### src/rtl/mem_ctrl_if.sv
// Requester-side bundle of mem_ctrl: fetch and
// MEM-stage handshakes plus the busy flag.
interface mem_ctrl_if;
  logic        if_re_i;
  logic [31:0] if_addr_i;
  logic        if_flush_i;
  logic [31:0] if_data_o;
  logic        if_done_o;
  logic        mem_re_i;
  logic        mem_we_i;
  logic [31:0] mem_addr_i;
  logic [1:0]  mem_width_i;
  logic [31:0] mem_wdata_i;
  logic [31:0] mem_rdata_o;
  logic        mem_done_o;
  logic        busy_o;

  modport slave (
    input  if_re_i,
    input  if_addr_i,
    input  if_flush_i,
    output if_data_o,
    output if_done_o,
    input  mem_re_i,
    input  mem_we_i,
    input  mem_addr_i,
    input  mem_width_i,
    input  mem_wdata_i,
    output mem_rdata_o,
    output mem_done_o,
    output busy_o
  );

  modport master (
    output if_re_i,
    output if_addr_i,
    output if_flush_i,
    input  if_data_o,
    input  if_done_o,
    output mem_re_i,
    output mem_we_i,
    output mem_addr_i,
    output mem_width_i,
    output mem_wdata_i,
    input  mem_rdata_o,
    input  mem_done_o,
    input  busy_o
  );
endinterface

### src/rtl/mem_ctrl.sv
// Byte-serial RAM controller serving fetch and
// MEM-stage requests over one byte-wide RAM.
module mem_ctrl #(
  parameter int ADDR_W = 17
) (
  input  logic              clk,
  input  logic              rst_n,
  input  logic              rdy,
  mem_ctrl_if.slave         bus,
  output logic [ADDR_W-1:0] ram_a_o,
  output logic [7:0]        ram_dout_o,
  output logic              ram_wr_o,
  input  logic [7:0]        ram_din_i
);

  typedef enum logic [1:0] {
    IDLE,
    IF_RD,
    MEM_RD,
    MEM_WR
  } state_t;

  state_t state_q, state_d;

  logic [ADDR_W-1:0] addr_q, addr_d;
  logic [ADDR_W-1:0] ram_a_q, ram_a_d;
  logic [31:0] wdata_q, wdata_d;
  logic [31:0] asm_q, asm_d;
  logic [31:0] if_data_q, if_data_d;
  logic [31:0] rdata_q, rdata_d;
  logic [2:0]  len_q, len_d;
  logic [1:0]  cnt_q, cnt_d;
  logic [7:0]  dout_q, dout_d;
  logic        wr_q, wr_d;
  logic        if_done_q, if_done_d;
  logic        mem_done_q, mem_done_d;

  logic [2:0]        nxt;
  logic              last;
  logic [31:0]       asm_ins;
  logic [7:0]        wbyte;
  logic [2:0]        mem_len;
  logic [ADDR_W-1:0] if_a;
  logic [ADDR_W-1:0] mem_a;
  logic [ADDR_W-1:0] step_a;
  logic              unused_addr;

  assign if_a  = bus.if_addr_i[ADDR_W-1:0];
  assign mem_a = bus.mem_addr_i[ADDR_W-1:0];
  assign unused_addr = ^{
    bus.if_addr_i[31:ADDR_W],
    bus.mem_addr_i[31:ADDR_W]
  };

  assign mem_len =
    (bus.mem_width_i == 2'd0) ? 3'd1 :
    (bus.mem_width_i == 2'd1) ? 3'd2 :
                                3'd4;

  // cnt_q is the index of the byte handled
  // at the coming edge; nxt is one past it.
  assign nxt    = {1'b0, cnt_q} + 3'd1;
  assign last   = (nxt == len_q);
  assign step_a = addr_q + ADDR_W'(nxt);
  assign wbyte  = wdata_q[{nxt[1:0], 3'b000} +: 8];
  assign asm_ins = asm_q |
    ({24'd0, ram_din_i} << {cnt_q, 3'b000});

  // State register, frozen while rdy is low
  always_ff @(posedge clk or negedge rst_n) begin
    if (!rst_n) begin
      state_q <= IDLE;
    end else if (rdy) begin
      state_q <= state_d;
    end
  end

  // Arbitration and transfer sequencing
  always_comb begin
    state_d = state_q;
    unique case (state_q)
      IDLE: begin
        if (bus.mem_we_i) begin
          state_d = MEM_WR;
        end else if (bus.mem_re_i) begin
          state_d = MEM_RD;
        end else if (bus.if_re_i &&
                     !bus.if_flush_i) begin
          state_d = IF_RD;
        end
      end
      IF_RD: begin
        if (bus.if_flush_i || last) begin
          state_d = IDLE;
        end
      end
      MEM_RD, MEM_WR: begin
        if (last) begin
          state_d = IDLE;
        end
      end
      default: state_d = IDLE;
    endcase
  end

  // Datapath next values; done flags pulse
  always_comb begin
    addr_d     = addr_q;
    ram_a_d    = ram_a_q;
    wdata_d    = wdata_q;
    asm_d      = asm_q;
    if_data_d  = if_data_q;
    rdata_d    = rdata_q;
    len_d      = len_q;
    cnt_d      = cnt_q;
    dout_d     = dout_q;
    wr_d       = wr_q;
    if_done_d  = 1'b0;
    mem_done_d = 1'b0;
    unique case (state_q)
      IDLE: begin
        cnt_d = 2'd0;
        unique case (state_d)
          MEM_WR: begin
            addr_d  = mem_a;
            ram_a_d = mem_a;
            len_d   = mem_len;
            wdata_d = bus.mem_wdata_i;
            dout_d  = bus.mem_wdata_i[7:0];
            wr_d    = 1'b1;
          end
          MEM_RD: begin
            addr_d  = mem_a;
            ram_a_d = mem_a;
            len_d   = mem_len;
            asm_d   = '0;
          end
          IF_RD: begin
            addr_d  = if_a;
            ram_a_d = if_a;
            len_d   = 3'd4;
            asm_d   = '0;
          end
          default: begin
          end
        endcase
      end
      IF_RD: begin
        if (!bus.if_flush_i) begin
          asm_d = asm_ins;
          if (last) begin
            if_data_d = asm_ins;
            if_done_d = 1'b1;
          end else begin
            cnt_d   = nxt[1:0];
            ram_a_d = step_a;
          end
        end
      end
      MEM_RD: begin
        asm_d = asm_ins;
        if (last) begin
          rdata_d    = asm_ins;
          mem_done_d = 1'b1;
        end else begin
          cnt_d   = nxt[1:0];
          ram_a_d = step_a;
        end
      end
      MEM_WR: begin
        if (last) begin
          wr_d       = 1'b0;
          mem_done_d = 1'b1;
        end else begin
          cnt_d   = nxt[1:0];
          ram_a_d = step_a;
          dout_d  = wbyte;
        end
      end
      default: begin
      end
    endcase
  end

  // Datapath registers, frozen while rdy is low
  always_ff @(posedge clk or negedge rst_n) begin
    if (!rst_n) begin
      addr_q     <= '0;
      ram_a_q    <= '0;
      wdata_q    <= '0;
      asm_q      <= '0;
      if_data_q  <= '0;
      rdata_q    <= '0;
      len_q      <= '0;
      cnt_q      <= '0;
      dout_q     <= '0;
      wr_q       <= 1'b0;
      if_done_q  <= 1'b0;
      mem_done_q <= 1'b0;
    end else if (rdy) begin
      addr_q     <= addr_d;
      ram_a_q    <= ram_a_d;
      wdata_q    <= wdata_d;
      asm_q      <= asm_d;
      if_data_q  <= if_data_d;
      rdata_q    <= rdata_d;
      len_q      <= len_d;
      cnt_q      <= cnt_d;
      dout_q     <= dout_d;
      wr_q       <= wr_d;
      if_done_q  <= if_done_d;
      mem_done_q <= mem_done_d;
    end
  end

  assign ram_a_o         = ram_a_q;
  assign ram_dout_o      = dout_q;
  assign ram_wr_o        = wr_q;
  assign bus.if_data_o   = if_data_q;
  assign bus.if_done_o   = if_done_q;
  assign bus.mem_rdata_o = rdata_q;
  assign bus.mem_done_o  = mem_done_q;
  assign bus.busy_o      = (state_q != IDLE);

endmodule

### src/flat_wrapper.sv
// flat-port wrapper written by rule: the top's interface ports become plain ports
module mem_ctrl_flat 
#(
  parameter int ADDR_W = 17
)
  (clk, rst_n, rdy, ram_a_o, ram_dout_o, ram_wr_o, ram_din_i, bus_if_re_i, bus_if_addr_i, bus_if_flush_i, bus_if_data_o, bus_if_done_o, bus_mem_re_i, bus_mem_we_i, bus_mem_addr_i, bus_mem_width_i, bus_mem_wdata_i, bus_mem_rdata_o, bus_mem_done_o, bus_busy_o);
  mem_ctrl_if bus_i ();
  input  logic clk;
  input  logic rst_n;
  input  logic rdy;
  output logic [ADDR_W-1:0] ram_a_o;
  output logic [7:0] ram_dout_o;
  output logic ram_wr_o;
  input  logic [7:0] ram_din_i;
  input wire logic [$bits(bus_i.if_re_i)-1:0] bus_if_re_i;
  input wire logic [$bits(bus_i.if_addr_i)-1:0] bus_if_addr_i;
  input wire logic [$bits(bus_i.if_flush_i)-1:0] bus_if_flush_i;
  output wire logic [$bits(bus_i.if_data_o)-1:0] bus_if_data_o;
  output wire logic [$bits(bus_i.if_done_o)-1:0] bus_if_done_o;
  input wire logic [$bits(bus_i.mem_re_i)-1:0] bus_mem_re_i;
  input wire logic [$bits(bus_i.mem_we_i)-1:0] bus_mem_we_i;
  input wire logic [$bits(bus_i.mem_addr_i)-1:0] bus_mem_addr_i;
  input wire logic [$bits(bus_i.mem_width_i)-1:0] bus_mem_width_i;
  input wire logic [$bits(bus_i.mem_wdata_i)-1:0] bus_mem_wdata_i;
  output wire logic [$bits(bus_i.mem_rdata_o)-1:0] bus_mem_rdata_o;
  output wire logic [$bits(bus_i.mem_done_o)-1:0] bus_mem_done_o;
  output wire logic [$bits(bus_i.busy_o)-1:0] bus_busy_o;
  assign bus_i.if_re_i = bus_if_re_i;
  assign bus_i.if_addr_i = bus_if_addr_i;
  assign bus_i.if_flush_i = bus_if_flush_i;
  assign bus_if_data_o = bus_i.if_data_o;
  assign bus_if_done_o = bus_i.if_done_o;
  assign bus_i.mem_re_i = bus_mem_re_i;
  assign bus_i.mem_we_i = bus_mem_we_i;
  assign bus_i.mem_addr_i = bus_mem_addr_i;
  assign bus_i.mem_width_i = bus_mem_width_i;
  assign bus_i.mem_wdata_i = bus_mem_wdata_i;
  assign bus_mem_rdata_o = bus_i.mem_rdata_o;
  assign bus_mem_done_o = bus_i.mem_done_o;
  assign bus_busy_o = bus_i.busy_o;
  mem_ctrl #(.ADDR_W(ADDR_W)) u_core (.clk(clk), .rst_n(rst_n), .rdy(rdy), .bus(bus_i), .ram_a_o(ram_a_o), .ram_dout_o(ram_dout_o), .ram_wr_o(ram_wr_o), .ram_din_i(ram_din_i));
endmodule
### config.mk
export PLATFORM = sky130hd
export DESIGN_NAME = mem_ctrl_flat
export DESIGN_NICKNAME = d
export VERILOG_FILES = /design/src/rtl/mem_ctrl_if.sv /design/src/rtl/mem_ctrl.sv /design/src/flat_wrapper.sv
export SDC_FILE = /design/constraint.sdc
export NUM_CORES = 1
export LEC_CHECK = 0
export ABC_AREA = 1
export CAP_MARGIN = 15
export CORE_MARGIN = 2
export CORE_UTILIZATION = 30
export DETAILED_ROUTE_END_ITERATION = 16
export PLACE_DENSITY = 0.57
export SLEW_MARGIN = 30
export SYNTH_ARGS = -nofsm -noshare
export SYNTH_HDL_FRONTEND = slang
export SYNTH_SLANG_ARGS = --single-unit
### constraint.sdc
create_clock -name clk -period 3.3 [get_ports clk]
set_clock_uncertainty 0.05 [all_clocks]
set_input_delay 0.99 -clock clk [delete_from_list [all_inputs] [get_ports clk]]
set_output_delay 0.99 -clock clk [all_outputs]
set_load 0.02 [all_outputs]
**Yosys cells after proc, flatten, opt, wreduce, memory -nomap -nowiden**

Cells that the tools add are included.

- Bits of input ports: 113
- Output and inout port bits: 93
- Register bits: 180

- Mux-type cells: 29
- Shift operators: 2
- Equality and inequality tests: 14
- Reductions and logical operators: 21
- $add $sub $neg: 2
- Bitwise operators: 2

Operator list:

| kind | number |
|---|---|
| $pmux W32 S3 | 1 |
| $mux W32 | 2 |
| $pmux W17 S3 | 1 |
| $mux W17 | 2 |
| $pmux W17 S2 | 1 |
| $or A32 B32 Y32 | 1 |
| $shiftx A32 B6 Y8 | 1 |
| $shl A8 B5 Y32 | 1 |
| $add A17 B3 Y17 | 1 |
| $mux W8 | 2 |
| $pmux W8 S2 | 1 |
| $reduce_and A4 Y1 | 4 |
| $mux W2 | 7 |
| $pmux W2 S3 | 2 |
| $reduce_and A3 Y1 | 4 |
| $eq A2 B2 Y1 const B | 4 |
| $ne A2 B2 Y1 const B | 4 |
| $eq A2 B1 Y1 const B | 3 |
| $mux W1 | 6 |
| $mux W3 | 2 |
| $pmux W3 S2 | 1 |
| $reduce_bool A2 Y1 | 3 |
| $reduce_or A2 Y1 | 3 |
| $logic_not A2 Y1 | 2 |
| other kinds (11) | 11 |

**Depth between registers and ports, before layout**

Gate-level depths: netlist (run 1).

- Depth after elaboration: 10
- Depth in mapped cells: 19

**Worst setup path before layout (run 1)**

Ideal clock, no wire load.

- Kind: register to register
- Start: reg u_core.cnt_q[1]
- End: reg u_core.ram_a_q[2], in the netlist u_core.ram_a_o[2]
- Clock period less this slack: 2728 ps
- Arrival: 2613 ps
- Library setup time: 65 ps
- Slack: 572 ps
- Cell stages (with the launch flop): 16
- Path through: dfrtp_1 -> ha_1 -> xnor2_1 -> and2_4 -> nand2_4 -> buf_2 -> nand3_1 -> nand2_1 -> ha_1 -> buf_2 -> clkinv_1 -> clkbuf_1 -> nand2_1 -> a31oi_1 -> nand2_1 -> nand2_1

- Longest elaborated chain between the ends: 9

Ends and longest elaborated chain:

| element | RTL line | text |
|---|---|---|
| from (decl) | mem_ctrl.sv:32 | `logic [1:0] cnt_q, cnt_d;` |
| from (signal assigned) | mem_ctrl.sv:208 | `cnt_q <= cnt_d;` |
| $add A2 B1 Y3 * | mem_ctrl.sv:62 | `assign nxt = {1'b0, cnt_q} + 3'd1;` |
| $eq A3 B3 Y1 * | mem_ctrl.sv:63 | `assign last = (nxt == len_q);` |
| $logic_or A1 B1 Y1 | mem_ctrl.sv:93 | `if (bus.if_flush_i \|\| last) begin` |
| $mux W2 | mem_ctrl.sv:93 |  |
| $pmux W2 S3 * | mem_ctrl.sv:81 | `unique case (state_q)` |
| net u_core.state_d[0] | mem_ctrl.sv:23 | `state_t state_q, state_d;` |
| $eq A2 B2 Y1 | mem_ctrl.sv:123 | `unique case (state_d)` |
| $reduce_or A2 Y1 (no source line) | n/a |  |
| $pmux W17 S2 / $ne A3 B3 Y1 (equally long branches) | n/a |  |
| $pmux W17 S3 / $reduce_and A3 Y1 (equally long branches) | n/a |  |
| to (signal assigned) | mem_ctrl.sv:202 | `ram_a_q <= ram_a_d;` |
| to (decl) | mem_ctrl.sv:26 | `logic [ADDR_W-1:0] ram_a_q, ram_a_d;` |

The timed path passes the listed nets; every way through them passes the cells marked *. The select of a mux whose other input is x is not followed.
A chain may end at the register's enable or synchronous reset.

**Final worst setup path (run 1)**

- Start: reg u_core.state_q[0]
- End: out bus_busy_o

- Longest elaborated chain between the ends: 1

Ends and longest elaborated chain:

| element | RTL line | text |
|---|---|---|
| from (decl) | mem_ctrl.sv:23 |  |
| from (signal assigned) | mem_ctrl.sv:74 | `state_q <= state_d;` |
| $reduce_bool A2 Y1 | mem_ctrl.sv:223 | `assign bus.busy_o = (state_q != IDLE);` |
| to (decl) | flat_wrapper.sv:27 | `output wire logic [$bits(bus_i.busy_o)-1:0] bus_busy_o;` |

Every way passes these cells.

==> results of run 1 <==
-- cell type report --
type	instances	area (sq um)	area share, %
clock inverter	15	175.2	1.493
timing repair buffer	207	2118	18.05
clock buffer	17	425.4	3.625
tap	384	480.5	4.094
multi-input combinational	778	3676	31.33
sequential	180	4504	38.38
inverter	94	355.3	3.028
-- kinds of logic after synthesis --
| group | synth area share (%) |
|---|---|
| DFF | 50.96 |
| adders and majority gates | 1.784 |
| muxes | 0.1133 |
| buffers and inverters | 7.475 |
| xor gates and xnor gates | 0.09911 |
| AOI/OAI and AO/OA | 11.42 |
| and+or+nand+nor | 28.14 |
-- sequential cells by signal, summed over array words and instances (netlist names) --
register and flops:
u_core.wdata_q 32, u_core.bus.mem_rdata_o 32, u_core.ram_dout_o 8, u_core.bus.if_data_o 32
u_core.asm_q 32, u_core.cnt_q 2, u_core.addr_q 17, u_core.state_q 2
u_core.bus.if_done_o 1, u_core.ram_wr_o 1, u_core.len_q 3, u_core.ram_a_o 17
u_core.bus.mem_done_o 1
-- stage by stage --
stage	TNS [ps]	hold slack, ps
final	0	420.4
after global routing	0	444.0
after CTS	0	427.6
after detailed placement	-4.492	409.6
after global placement	0	404.0
after floorplan	0	392.2
-- cell usage in the layout (no fill, tap or decap), types with 5 or more instances in the layout --
master	synthesis	layout
sky130_fd_sc_hd__inv_2	5	5
sky130_fd_sc_hd__nand3_1	86	86
sky130_fd_sc_hd__buf_4	9	22
sky130_fd_sc_hd__o21ai_1	6	6
sky130_fd_sc_hd__a21oi_1	9	9
sky130_fd_sc_hd__nand3b_1	8	8
sky130_fd_sc_hd__dfrtp_1	180	180
sky130_fd_sc_hd__inv_1	86	86
sky130_fd_sc_hd__nor2_1	46	45
sky130_fd_sc_hd__clkbuf_16	0	17
sky130_fd_sc_hd__a31oi_1	20	20
sky130_fd_sc_hd__o21ai_0	76	76
sky130_fd_sc_hd__o21a_1	24	24
sky130_fd_sc_hd__a21oi_2	20	20
sky130_fd_sc_hd__clkdlybuf4s50_1	0	174
sky130_fd_sc_hd__nand2_1	444	444
sky130_fd_sc_hd__nand4_1	5	5
sky130_fd_sc_hd__buf_12	0	10
sky130_fd_sc_hd__ha_1	11	11
-- power breakdown --
part	switching, W	internal, W
Combinational	0.00317	0.00212
Clock	0.00104	0.00103
Sequential	0.000533	0.00301
-- worst reg2reg max path: stages, from the launching register on --
cell and delay (ps):
sky130_fd_sc_hd__dfrtp_1 580, sky130_fd_sc_hd__ha_1 330, sky130_fd_sc_hd__xnor2_1 150, sky130_fd_sc_hd__and2_4 160
sky130_fd_sc_hd__nand2_4 170, sky130_fd_sc_hd__nand3_1 110, sky130_fd_sc_hd__nand2_1 130, sky130_fd_sc_hd__inv_1 80
sky130_fd_sc_hd__ha_1 230, sky130_fd_sc_hd__nand2_1 120, sky130_fd_sc_hd__inv_1 50, sky130_fd_sc_hd__nor2_1 480
sky130_fd_sc_hd__nand3_1 180, sky130_fd_sc_hd__nand2_1 100
-- metal layers --
| metal | up-vias | track usage (%) | share of wire, % |
|---|---|---|---|
| li1 | 3880 | - | - |
| met1 | 3587 | 23.24 | 49 |
| met2 | 171 | 26.49 | 46 |
| met3 | 15 | 2.922 | 3.9 |
| met4 | 0 | 3.788 | 1.2 |
| met5 | - | 0 | 0 |
-- how the worst min path moves through the flow --
| stage | from | cells past startpoint | end | slack (ps) |
|---|---|---|---|---|
| floorplan | u_core.wdata_q[10] | 2 | u_core.wdata_q[10] | 390 |
| global placement | u_core.wdata_q[18] | 2 | u_core.wdata_q[18] | 400 |
| detailed placement | u_core.wdata_q[31] | 2 | u_core.wdata_q[31] | 410 |
| CTS | u_core.bus.if_data_o[12] | 2 | u_core.bus.if_data_o[12] | 430 |
| global route | u_core.wdata_q[31] | 2 | u_core.wdata_q[31] | 440 |
| finish | u_core.bus.if_data_o[5] | 2 | u_core.bus.if_data_o[5] | 420 |
==> run_summary.xml, run 1 <==
<?xml version="1.0" encoding="UTF-8"?>
<metrics>
  <group name="yosys">
    <metric name="ys_seq_area_share" unit="%">50.96</metric>
    <metric name="async_flop_share" unit="%">100.0</metric>
    <metric name="synthFlopType" unit="">sky130_fd_sc_hd__dfrtp_1</metric>
    <metric name="synth_area" unit="sq um">8838</metric>
    <metric name="synthesis.yosys.warnings" unit="">0</metric>
    <metric name="yosysMostFrequentCell" unit="">sky130_fd_sc_hd__nand2_1</metric>
    <metric name="number_of_enable_flip_flop_cells_after_synthesis" unit="">0</metric>
    <metric name="ys_ff_latch" unit="">180</metric>
    <metric name="synth.area.top_cells" unit="">sky130_fd_sc_hd__dfrtp_1 (51%), sky130_fd_sc_hd__nand2_1 (19%), sky130_fd_sc_hd__nand3_1 (4.9%)</metric>
    <metric name="yosys-top-cells-count" unit="">sky130_fd_sc_hd__nand2_1 (444), sky130_fd_sc_hd__dfrtp_1 (180), sky130_fd_sc_hd__inv_1 (86), sky130_fd_sc_hd__nand3_1 (86), sky130_fd_sc_hd__o21ai_0 (76)</metric>
    <metric name="synth_area_per_cell" unit="sq um">7.999</metric>
    <metric name="synth_cells" unit="">1105</metric>
    <metric name="synth.lib_cells_used.distinct" unit="">38</metric>
    <metric name="postSynthNetCount" unit="">1230</metric>
    <metric name="synth_top_area_cell" unit="">sky130_fd_sc_hd__dfrtp_1</metric>
    <metric name="yosysTopAreaCellShare" unit="%">50.96</metric>
  </group>
  <group name="finish">
    <metric name="finish.utilization" unit="%">40.67</metric>
    <metric name="n_fill_cell" unit="">2959</metric>
    <metric name="layout_cell_share_with_drive_strength_beyond_1" unit="%">8.211</metric>
    <metric name="num_antenna_cells" unit="">0</metric>
    <metric name="design.final.nets" unit="">1403</metric>
    <metric name="layout_stage_area_growth_over_the_synthesis_result" unit="%">32.77</metric>
    <metric name="post_layout_nonfiller_instances" unit="">1675</metric>
    <metric name="stdcell_area" unit="sq um">11740</metric>
  </group>
  <group name="sta">
    <metric name="timing.final.max_slew_violations" unit="">0</metric>
    <metric name="setup_violations" unit="">0</metric>
    <metric name="fin_crit_sh" unit="%">90.86</metric>
    <metric name="slew_limit_headroom" unit="%">45.45</metric>
    <metric name="maxClockFrequency" unit="GHz">0.3335</metric>
    <metric name="grt_setup_unrepaired" unit="">false</metric>
    <metric name="report.final.hold_viol_count" unit="">0</metric>
    <metric name="layout_setup_ws" unit="ps">301.7</metric>
    <metric name="timing.final.crit_period" unit="ps">2998</metric>
    <metric name="worst_pin_slew" unit="ps">817.4</metric>
  </group>
  <group name="global_route">
    <metric name="grtUsageTotal" unit="%">16.50</metric>
    <metric name="grt.overflow.total" unit="">0</metric>
    <metric name="first_global_vias" unit="">7363</metric>
    <metric name="antenna_found_initial" unit="">0</metric>
    <metric name="grt_start_max_net_pins" unit="">61</metric>
    <metric name="first_pass_grt_wire_length" unit="mm">40.28</metric>
  </group>
  <group name="clock_tree">
    <metric name="cts.sinks" unit="">180</metric>
    <metric name="cts_hold_repair.buffers" unit="">0</metric>
    <metric name="clock_latency" unit="ps">430</metric>
    <metric name="post-cts-setup-buffer-count" unit="">0</metric>
    <metric name="cts_repair_resize_count" unit="">0</metric>
    <metric name="root_buffer" unit="">sky130_fd_sc_hd__clkbuf_16</metric>
    <metric name="cts_max_level" unit="">4</metric>
    <metric name="clock_tree.buffer_depth" unit="">2</metric>
    <metric name="tritoncts_clock_tree" unit="">done</metric>
    <metric name="cts.clk_slew.worst_paths" unit="ps">80</metric>
    <metric name="cts-buffers-inserted" unit="">17</metric>
  </group>
  <group name="worst_setup_path">
    <metric name="timing.critical_path.cells" unit="">inv_1 -&gt; ha_1 -&gt; inv_2 -&gt; clkdlybuf4s50_1</metric>
    <metric name="worst_r2r_path_depth" unit="">13</metric>
    <metric name="crit_type" unit="">reg2out</metric>
    <metric name="worst_r2r_endpoint" unit="">u_core.ram_a_o[12]</metric>
    <metric name="buf_inv_on_cp" unit="">3</metric>
    <metric name="crit_fanout" unit="">6</metric>
    <metric name="worst_setup_path_startpoint" unit="">u_core.state_q[0]</metric>
    <metric name="worst_setup_path_end_kind" unit="">output pin</metric>
    <metric name="arrival" unit="ps">1960</metric>
    <metric name="crit_family" unit="">buffers and inverters</metric>
    <metric name="worst_r2r_startpoint" unit="">u_core.cnt_q[1]</metric>
    <metric name="timing.critical_path.from_type" unit="">flip-flop</metric>
    <metric name="crit_path_capture" unit="">bus_busy_o</metric>
    <metric name="critPathSlowestCell" unit="">sky130_fd_sc_hd__clkdlybuf4s50_1</metric>
    <metric name="r2r_setup_slack" unit="ps">340</metric>
    <metric name="required" unit="ps">2260</metric>
    <metric name="crit_cells" unit="">4</metric>
    <metric name="crit_path_max_incr_delay" unit="ps">600</metric>
  </group>
  <group name="route">
    <metric name="drt_first_pass_iters" unit="">6</metric>
    <metric name="wire_per_inst" unit="um">14.75</metric>
    <metric name="viasPerCell" unit="">4.569</metric>
    <metric name="antenna_violating_nets_post_route" unit="">0</metric>
    <metric name="routed_wl" unit="mm">24.70</metric>
    <metric name="drc" unit="">0</metric>
    <metric name="vias" unit="">7653</metric>
    <metric name="dr.first_iter.drc_count" unit="">449</metric>
  </group>
  <group name="die">
    <metric name="die_width" unit="um">175.6</metric>
    <metric name="placeableCoreArea" unit="sq um">28860</metric>
    <metric name="dieHeight" unit="um">175.6</metric>
    <metric name="ioPinCount" unit="">206</metric>
    <metric name="design.die.area" unit="sq um">30850</metric>
    <metric name="num_rows" unit="">62</metric>
    <metric name="initial_core_util" unit="%">30.63</metric>
  </group>
  <group name="run_status">
    <metric name="outcome" unit="">finished clean</metric>
  </group>
  <group name="place">
    <metric name="io_buffer_count" unit="">175</metric>
    <metric name="dp.cells" unit="">1643</metric>
    <metric name="placed_area" unit="sq um">11130</metric>
    <metric name="finalWeightedCongestion" unit="">0.8069</metric>
    <metric name="dpl_hpwl" unit="mm">17.70</metric>
    <metric name="place_worst_setup_slack" unit="ps">-4.492</metric>
  </group>
  <group name="power_and_ir_drop">
    <metric name="power_per_cell_area" unit="nW/um^2">928.2</metric>
    <metric name="p_leak" unit="nW">5.455</metric>
    <metric name="peakVddDrop" unit="mV">0.4728</metric>
    <metric name="power.total" unit="W">0.01089</metric>
  </group>
  <group name="job">
    <metric name="cap_viol_max_count" unit="">0</metric>
  </group>
  <group name="hold_path">
    <metric name="min-delay-path-class" unit="">reg2reg</metric>
  </group>
</metrics>
Note: power is estimated with default switching activity, not from simulation.
==> run 2: changes to the inputs <==
--- a/config.mk
+++ b/config.mk
@@ -7,10 +7,9 @@
 export LEC_CHECK = 0
 export ABC_AREA = 1
 export CAP_MARGIN = 15
-export CORE_MARGIN = 2
-export CORE_UTILIZATION = 30
+export CORE_UTILIZATION = 51
 export DETAILED_ROUTE_END_ITERATION = 16
-export PLACE_DENSITY = 0.57
+export PLACE_DENSITY = 0.85
 export SLEW_MARGIN = 30
 export SYNTH_ARGS = -nofsm -noshare
 export SYNTH_HDL_FRONTEND = slang
==> run 2 against run 1 <==
Net effect: cell count fell by 9.9%; power down 0.71%; critical path depth is 9 higher; via count rose by 5.3%; clock power hardly changed; clock-buffer cell count unchanged; register-to-register slack worse by 80 ps; fmax decreased by 1.4%; largest power group unchanged; highest routed layer unchanged; wire length shrank 7.2%; worst hold slack improved by 3.8 ps; first-iteration DRC count increased by 32%; sequential cell count stayed put.
==> run_summary.xml, run 2 (same netlist as run 1, synthesis figures left out) <==
<?xml version="1.0" encoding="UTF-8"?>
<metrics>
  <group name="sta">
    <metric name="hold_ws" unit="ps">424.2</metric>
    <metric name="worst_pin_slew" unit="ps">756.9</metric>
    <metric name="setup_violations" unit="">0</metric>
    <metric name="grt_setup_unrepaired" unit="">false</metric>
    <metric name="maxClockFrequency" unit="GHz">0.3287</metric>
    <metric name="fin_crit_sh" unit="%">92.19</metric>
    <metric name="timing.final.max_slew_violations" unit="">0</metric>
    <metric name="report.final.hold_viol_count" unit="">0</metric>
    <metric name="slew_limit_headroom" unit="%">49.48</metric>
    <metric name="layout_setup_ws" unit="ps">257.7</metric>
    <metric name="timing.final.crit_period" unit="ps">3042</metric>
  </group>
  <group name="power_and_ir_drop">
    <metric name="seq_power_share" unit="%">32.8</metric>
    <metric name="share_comb_of_total_power" unit="%">48.1</metric>
    <metric name="switching_share" unit="%">43.06</metric>
    <metric name="power_report.internal_total" unit="W">0.006158</metric>
    <metric name="peakVddDrop" unit="mV">0.5188</metric>
    <metric name="power.total" unit="W">0.01082</metric>
    <metric name="power_per_cell_area" unit="nW/um^2">941.8</metric>
    <metric name="p_clk_share" unit="%">19.1</metric>
    <metric name="p_leak" unit="nW">5.426</metric>
    <metric name="power.net_switching" unit="W">0.004657</metric>
  </group>
  <group name="clock_tree">
    <metric name="cts_repair_resize_count" unit="">0</metric>
    <metric name="root_buffer" unit="">sky130_fd_sc_hd__clkbuf_16</metric>
    <metric name="cts_hold_repair.buffers" unit="">0</metric>
    <metric name="cts-buffers-inserted" unit="">17</metric>
    <metric name="cts.sinks" unit="">180</metric>
    <metric name="clock_tree.buffer_depth" unit="">2</metric>
    <metric name="cts_max_level" unit="">4</metric>
    <metric name="cts.clk_slew.worst_paths" unit="ps">70</metric>
    <metric name="tritoncts_clock_tree" unit="">done</metric>
    <metric name="post-cts-setup-buffer-count" unit="">0</metric>
    <metric name="clock_latency" unit="ps">430</metric>
  </group>
  <group name="worst_setup_path">
    <metric name="r2r_setup_slack" unit="ps">260</metric>
    <metric name="worst_setup_path_end_kind" unit="">flip-flop</metric>
    <metric name="critPathSlowestCell" unit="">sky130_fd_sc_hd__dfrtp_1</metric>
    <metric name="required" unit="ps">3620</metric>
    <metric name="crit_path_max_incr_delay" unit="ps">560</metric>
    <metric name="timing.critical_path.cells" unit="">ha_1 -&gt; xnor2_1 -&gt; and2_4 -&gt; nand2_4 -&gt; nand3_1 -&gt; nand2_1 -&gt; inv_1 -&gt; ha_1 -&gt; nand2_1 -&gt; inv_1 -&gt; nor2_1 -&gt; nand3_1 -&gt; nand2_1</metric>
    <metric name="worst_path_most_repeated_cell" unit="">sky130_fd_sc_hd__nand2_1</metric>
    <metric name="worst_r2r_startpoint" unit="">u_core.cnt_q[1]</metric>
    <metric name="worst_setup_path_startpoint" unit="">u_core.cnt_q[1]</metric>
    <metric name="crit_path_capture" unit="">u_core.ram_a_o[8]</metric>
    <metric name="arrival" unit="ps">3360</metric>
    <metric name="crit_type" unit="">reg2reg</metric>
    <metric name="worst_r2r_endpoint" unit="">u_core.ram_a_o[8]</metric>
    <metric name="crit_fanout" unit="">13</metric>
    <metric name="worst_r2r_path_depth" unit="">13</metric>
    <metric name="timing.critical_path.from_type" unit="">flip-flop</metric>
  </group>
  <group name="route">
    <metric name="dr.first_iter.drc_count" unit="">591</metric>
    <metric name="drt_first_pass_iters" unit="">5</metric>
    <metric name="drc" unit="">0</metric>
    <metric name="viasPerCell" unit="">5.338</metric>
    <metric name="antenna_violating_nets_post_route" unit="">0</metric>
    <metric name="vias" unit="">8055</metric>
    <metric name="wire_per_inst" unit="um">15.19</metric>
    <metric name="routed_wl" unit="mm">22.92</metric>
  </group>
  <group name="job">
    <metric name="cap_viol_max_count" unit="">0</metric>
  </group>
  <group name="finish">
    <metric name="n_fill_cell" unit="">1281</metric>
    <metric name="layout_stage_area_growth_over_the_synthesis_result" unit="%">29.93</metric>
    <metric name="seqCellArea" unit="sq um">4504</metric>
    <metric name="design.final.nets" unit="">1401</metric>
    <metric name="stdcell_area" unit="sq um">11480</metric>
    <metric name="post_layout_nonfiller_instances" unit="">1509</metric>
    <metric name="layout_cell_share_with_drive_strength_beyond_1" unit="%">8.146</metric>
    <metric name="num_antenna_cells" unit="">0</metric>
    <metric name="layout_commonest_cell" unit="">sky130_fd_sc_hd__nand2_1</metric>
    <metric name="multiInputGateArea" unit="sq um">3676</metric>
    <metric name="most-common-layout-cells" unit="">sky130_fd_sc_hd__nand2_1 (444), sky130_fd_sc_hd__dfrtp_1 (180), sky130_fd_sc_hd__clkdlybuf4s50_1 (174), sky130_fd_sc_hd__inv_1 (86), sky130_fd_sc_hd__nand3_1 (86)</metric>
  </group>
  <group name="global_route">
    <metric name="grt.overflow.total" unit="">0</metric>
    <metric name="grtUsageMet3" unit="%">3.234</metric>
    <metric name="grt_start_max_net_pins" unit="">72</metric>
    <metric name="first_pass_grt_wire_length" unit="mm">38.07</metric>
    <metric name="first_global_vias" unit="">7763</metric>
    <metric name="grtUsageMet1" unit="%">35.87</metric>
    <metric name="grt_busiest_layer" unit="">met2</metric>
    <metric name="use_met2" unit="%">45.14</metric>
    <metric name="grtUsageTotal" unit="%">27.15</metric>
    <metric name="antenna_found_initial" unit="">0</metric>
  </group>
  <group name="die">
    <metric name="num_rows" unit="">47</metric>
    <metric name="design.die.area" unit="sq um">17860</metric>
    <metric name="ioPinCount" unit="">206</metric>
    <metric name="initial_core_util" unit="%">52.74</metric>
    <metric name="placeableCoreArea" unit="sq um">16760</metric>
    <metric name="dieHeight" unit="um">133.6</metric>
    <metric name="die_width" unit="um">133.6</metric>
  </group>
  <group name="run_status">
    <metric name="outcome" unit="">finished clean</metric>
  </group>
  <group name="place">
    <metric name="io_buffer_count" unit="">175</metric>
    <metric name="placed_area" unit="sq um">10860</metric>
    <metric name="place_worst_setup_slack" unit="ps">-59.37</metric>
    <metric name="dp.cells" unit="">1477</metric>
    <metric name="dpl_hpwl" unit="mm">16.34</metric>
    <metric name="finalWeightedCongestion" unit="">0.8913</metric>
  </group>
  <group name="hold_path">
    <metric name="min-delay-path-class" unit="">reg2reg</metric>
  </group>
</metrics>
## run 2: worst max-delay path, delay by kind of cell, from the launching register on
| kind | cells | cell delay (ps) |
|---|---|---|
| XOR/XNOR | 1 | 150 |
| adder cells (fa/ha/maj) | 2 | 570 |
| flip-flops | 1 | 560 |
| AND/OR/NAND/NOR | 8 | 1540 |
| buffers and inverters | 2 | 110 |
## run 2: power by group through the flow
stage                     combinational (W)  sequential (W)  clock (W)
after CTS                           0.00520         0.00354    0.00210
after global placement              0.00502         0.00354          0
after global routing                0.00575         0.00364    0.00217
after detailed placement            0.00516         0.00357          0
final                               0.00520         0.00355    0.00206
after floorplan                     0.00267         0.00399          0
## run 2: cell type report
class / instances / area share (%)
flip-flops and latches: 180 / 39.22
clock buffers: 17 / 3.705
repair buffers: 205 / 17.88
multi-input cells: 778 / 32.01
well taps: 220 / 2.397
clock inverters: 15 / 1.656
inverters: 94 / 3.127
## run 2: worst min-delay path by stage
stage | from | end | slack [ps] | depth (start not counted)
finish | u_core.bus.if_data_o[10] | u_core.bus.if_data_o[10] | 420 | 2
global route | u_core.wdata_q[23] | u_core.wdata_q[23] | 440 | 2
floorplan | u_core.wdata_q[10] | u_core.wdata_q[10] | 390 | 2
global placement | u_core.wdata_q[30] | u_core.wdata_q[30] | 400 | 2
detailed placement | u_core.bus.if_data_o[10] | u_core.bus.if_data_o[10] | 410 | 2
CTS | u_core.bus.if_data_o[10] | u_core.bus.if_data_o[10] | 430 | 2
## run 2: stage by stage
stage	utilization, %	TNS, ps
2_1_floorplan	-	0
3_3_place_gp	64.82	0
3_5_place_dp	64.82	-326.5
4_1_cts	68.50	0
5_1_grt	68.52	0
6_report	68.52	0
## run 2: per-layer routing
layer,vias up,routed length [um],part of all wire (%)
met1,3831,9775,43
met4,0,663,2.9
li1,3866,-,-
met5,-,0,0
met2,317,11220,49
met3,41,1261,5.5
==> run 3: changes to the inputs <==
--- a/config.mk
+++ b/config.mk
@@ -7,6 +7,7 @@
 export LEC_CHECK = 0
 export ABC_AREA = 1
 export CAP_MARGIN = 15
+export CORE_MARGIN = 2
 export CORE_UTILIZATION = 51
 export DETAILED_ROUTE_END_ITERATION = 16
 export PLACE_DENSITY = 0.85
==> run 3 against run 2 <==
Net effect: first-iteration DRC count increased by 56%; worst hold slack hardly changed; non-clock buffer count down 6; die area up 3.0%; sequential cell count unchanged; sequential power about the same; register-to-register slack better by 40 ps; sequential share of layout area increased by 0.21 points; critical path depth shrank 9; largest cell class unchanged; largest power group unchanged.
==> run_summary.xml, run 3 (same netlist as run 1, synthesis figures left out) <==
<?xml version="1.0" encoding="UTF-8"?>
<metrics>
  <group name="worst_setup_path">
    <metric name="crit_fanout" unit="">6</metric>
    <metric name="timing.critical_path.from_type" unit="">flip-flop</metric>
    <metric name="crit_type" unit="">reg2out</metric>
    <metric name="arrival" unit="ps">1990</metric>
    <metric name="worst_setup_path_end_kind" unit="">output pin</metric>
    <metric name="required" unit="ps">2260</metric>
  </group>
  <group name="power_and_ir_drop">
    <metric name="p_leak" unit="nW">5.379</metric>
    <metric name="peakVddDrop" unit="mV">0.5079</metric>
    <metric name="power_per_cell_area" unit="nW/um^2">932.8</metric>
  </group>
  <group name="clock_tree">
    <metric name="cts.clk_slew.worst_paths" unit="ps">70</metric>
    <metric name="clock_latency" unit="ps">440</metric>
    <metric name="tritoncts_clock_tree" unit="">done</metric>
    <metric name="post-cts-setup-buffer-count" unit="">0</metric>
    <metric name="cts_max_level" unit="">4</metric>
    <metric name="cts_repair_resize_count" unit="">0</metric>
    <metric name="cts-buffers-inserted" unit="">17</metric>
    <metric name="root_buffer" unit="">sky130_fd_sc_hd__clkbuf_16</metric>
    <metric name="clock_tree.buffer_depth" unit="">2</metric>
    <metric name="cts_hold_repair.buffers" unit="">0</metric>
    <metric name="cts.sinks" unit="">180</metric>
  </group>
  <group name="route">
    <metric name="vias" unit="">7991</metric>
    <metric name="antenna_violating_nets_post_route" unit="">0</metric>
    <metric name="dr.first_iter.drc_count" unit="">924</metric>
    <metric name="viasPerCell" unit="">5.299</metric>
    <metric name="wire_per_inst" unit="um">15.17</metric>
    <metric name="routed_wl" unit="mm">22.88</metric>
    <metric name="drt_first_pass_iters" unit="">6</metric>
    <metric name="drc" unit="">0</metric>
  </group>
  <group name="global_route">
    <metric name="first_global_vias" unit="">7679</metric>
    <metric name="first_pass_grt_wire_length" unit="mm">37.81</metric>
    <metric name="grtUsageTotal" unit="%">26.04</metric>
    <metric name="grt_start_max_net_pins" unit="">58</metric>
    <metric name="antenna_found_initial" unit="">0</metric>
    <metric name="grt.overflow.total" unit="">0</metric>
  </group>
  <group name="sta">
    <metric name="timing.final.crit_period" unit="ps">3033</metric>
    <metric name="slew_limit_headroom" unit="%">49.51</metric>
    <metric name="setup_violations" unit="">0</metric>
    <metric name="post_route_setup_tns" unit="ps">0</metric>
    <metric name="worst_pin_slew" unit="ps">756.5</metric>
    <metric name="maxClockFrequency" unit="GHz">0.3297</metric>
    <metric name="grt_setup_unrepaired" unit="">false</metric>
    <metric name="timing.final.max_slew_violations" unit="">0</metric>
    <metric name="report.final.hold_viol_count" unit="">0</metric>
    <metric name="fin_crit_sh" unit="%">91.91</metric>
  </group>
  <group name="place">
    <metric name="io_buffer_count" unit="">175</metric>
    <metric name="placed_area" unit="sq um">10860</metric>
    <metric name="dp.cells" unit="">1476</metric>
    <metric name="finalWeightedCongestion" unit="">0.8853</metric>
    <metric name="dpl_hpwl" unit="mm">16.00</metric>
  </group>
  <group name="hold_path">
    <metric name="min-delay-path-class" unit="">reg2reg</metric>
  </group>
  <group name="die">
    <metric name="dieHeight" unit="um">135.6</metric>
    <metric name="ioPinCount" unit="">206</metric>
    <metric name="die_width" unit="um">135.6</metric>
    <metric name="design.die.area" unit="sq um">18400</metric>
    <metric name="initial_core_util" unit="%">51.64</metric>
    <metric name="num_rows" unit="">48</metric>
    <metric name="placeableCoreArea" unit="sq um">17120</metric>
  </group>
  <group name="finish">
    <metric name="layout_commonest_cell" unit="">sky130_fd_sc_hd__nand2_1</metric>
    <metric name="most-common-layout-cells" unit="">sky130_fd_sc_hd__nand2_1 (444), sky130_fd_sc_hd__dfrtp_1 (180), sky130_fd_sc_hd__clkdlybuf4s50_1 (174), sky130_fd_sc_hd__inv_1 (86), sky130_fd_sc_hd__nand3_1 (86)</metric>
    <metric name="stdcell_area" unit="sq um">11420</metric>
    <metric name="design.final.nets" unit="">1395</metric>
    <metric name="layout_cell_share_with_drive_strength_beyond_1" unit="%">7.638</metric>
    <metric name="num_antenna_cells" unit="">0</metric>
    <metric name="post_layout_nonfiller_instances" unit="">1508</metric>
    <metric name="layout_stage_area_growth_over_the_synthesis_result" unit="%">29.22</metric>
  </group>
  <group name="run_status">
    <metric name="outcome" unit="">finished clean</metric>
  </group>
  <group name="job">
    <metric name="cap_viol_max_count" unit="">0</metric>
  </group>
</metrics>
==> run 3: per-layer routing <==
layer / global-route usage (%) / share of wire (%)
met1: 33.70 / 41
met5: 0 / 0
met3: 4.302 / 6.2
met4: 9.317 / 2.6
met2: 44.33 / 50
==> run 3: final timing paths <==
path	depth (start not counted)	end	start	slack (ps)
setup / recovery	4	bus_busy_o	u_core.state_q[0]	270
min in group asynchronous	1	u_core.bus.mem_rdata_o[0]	rst_n	460
hold reg to reg	2	u_core.bus.if_data_o[12]	u_core.bus.if_data_o[12]	420
max in group asynchronous	2	u_core.bus.mem_rdata_o[26]	rst_n	2050
hold / removal	2	u_core.bus.if_data_o[12]	u_core.bus.if_data_o[12]	420
setup reg to reg	13	u_core.ram_a_o[5]	u_core.cnt_q[1]	300
==> run 3: cell type report <==
type	count	area, sq um
sequential	180	4504
fill	1372	5695
multi-input combinational	778	3676
clock buffer	20	456.7
inverter	94	359.1
tap	225	281.5
timing repair buffer	199	2046
clock inverter	12	97.59
==> run 3: stage by stage <==
step | hold slack, ps | setup WS (ps) | total power (W) | util (%)
2_1_floorplan | 392.2 | 572.4 | 0.006658 | -
3_3_place_gp | 403.7 | 21.97 | 0.008570 | 63.46
3_5_place_dp | 408.5 | -48.88 | 0.008735 | 63.46
4_1_cts | 425.2 | 219.7 | 0.01067 | 66.70
5_1_grt | 436.1 | 72.87 | 0.01139 | 66.73
6_report | 423.9 | 266.8 | 0.01065 | 66.73
==> run 3: report_power, final <==
group          internal [W]  leakage, nW  total (W)  switching [W]
combinational       0.00205         2.79    0.00520        0.00315
clock               0.00101        0.264    0.00191       0.000900
sequential          0.00301         2.33    0.00354       0.000526
total               0.00608         5.38     0.0107        0.00458
==> run 3: worst max-delay path: stages, from the launching register on <==
cell and delay (ps):
sky130_fd_sc_hd__dfrtp_1 430, sky130_fd_sc_hd__inv_1 110, sky130_fd_sc_hd__ha_1 300, sky130_fd_sc_hd__inv_2 110
sky130_fd_sc_hd__clkdlybuf4s50_1 600
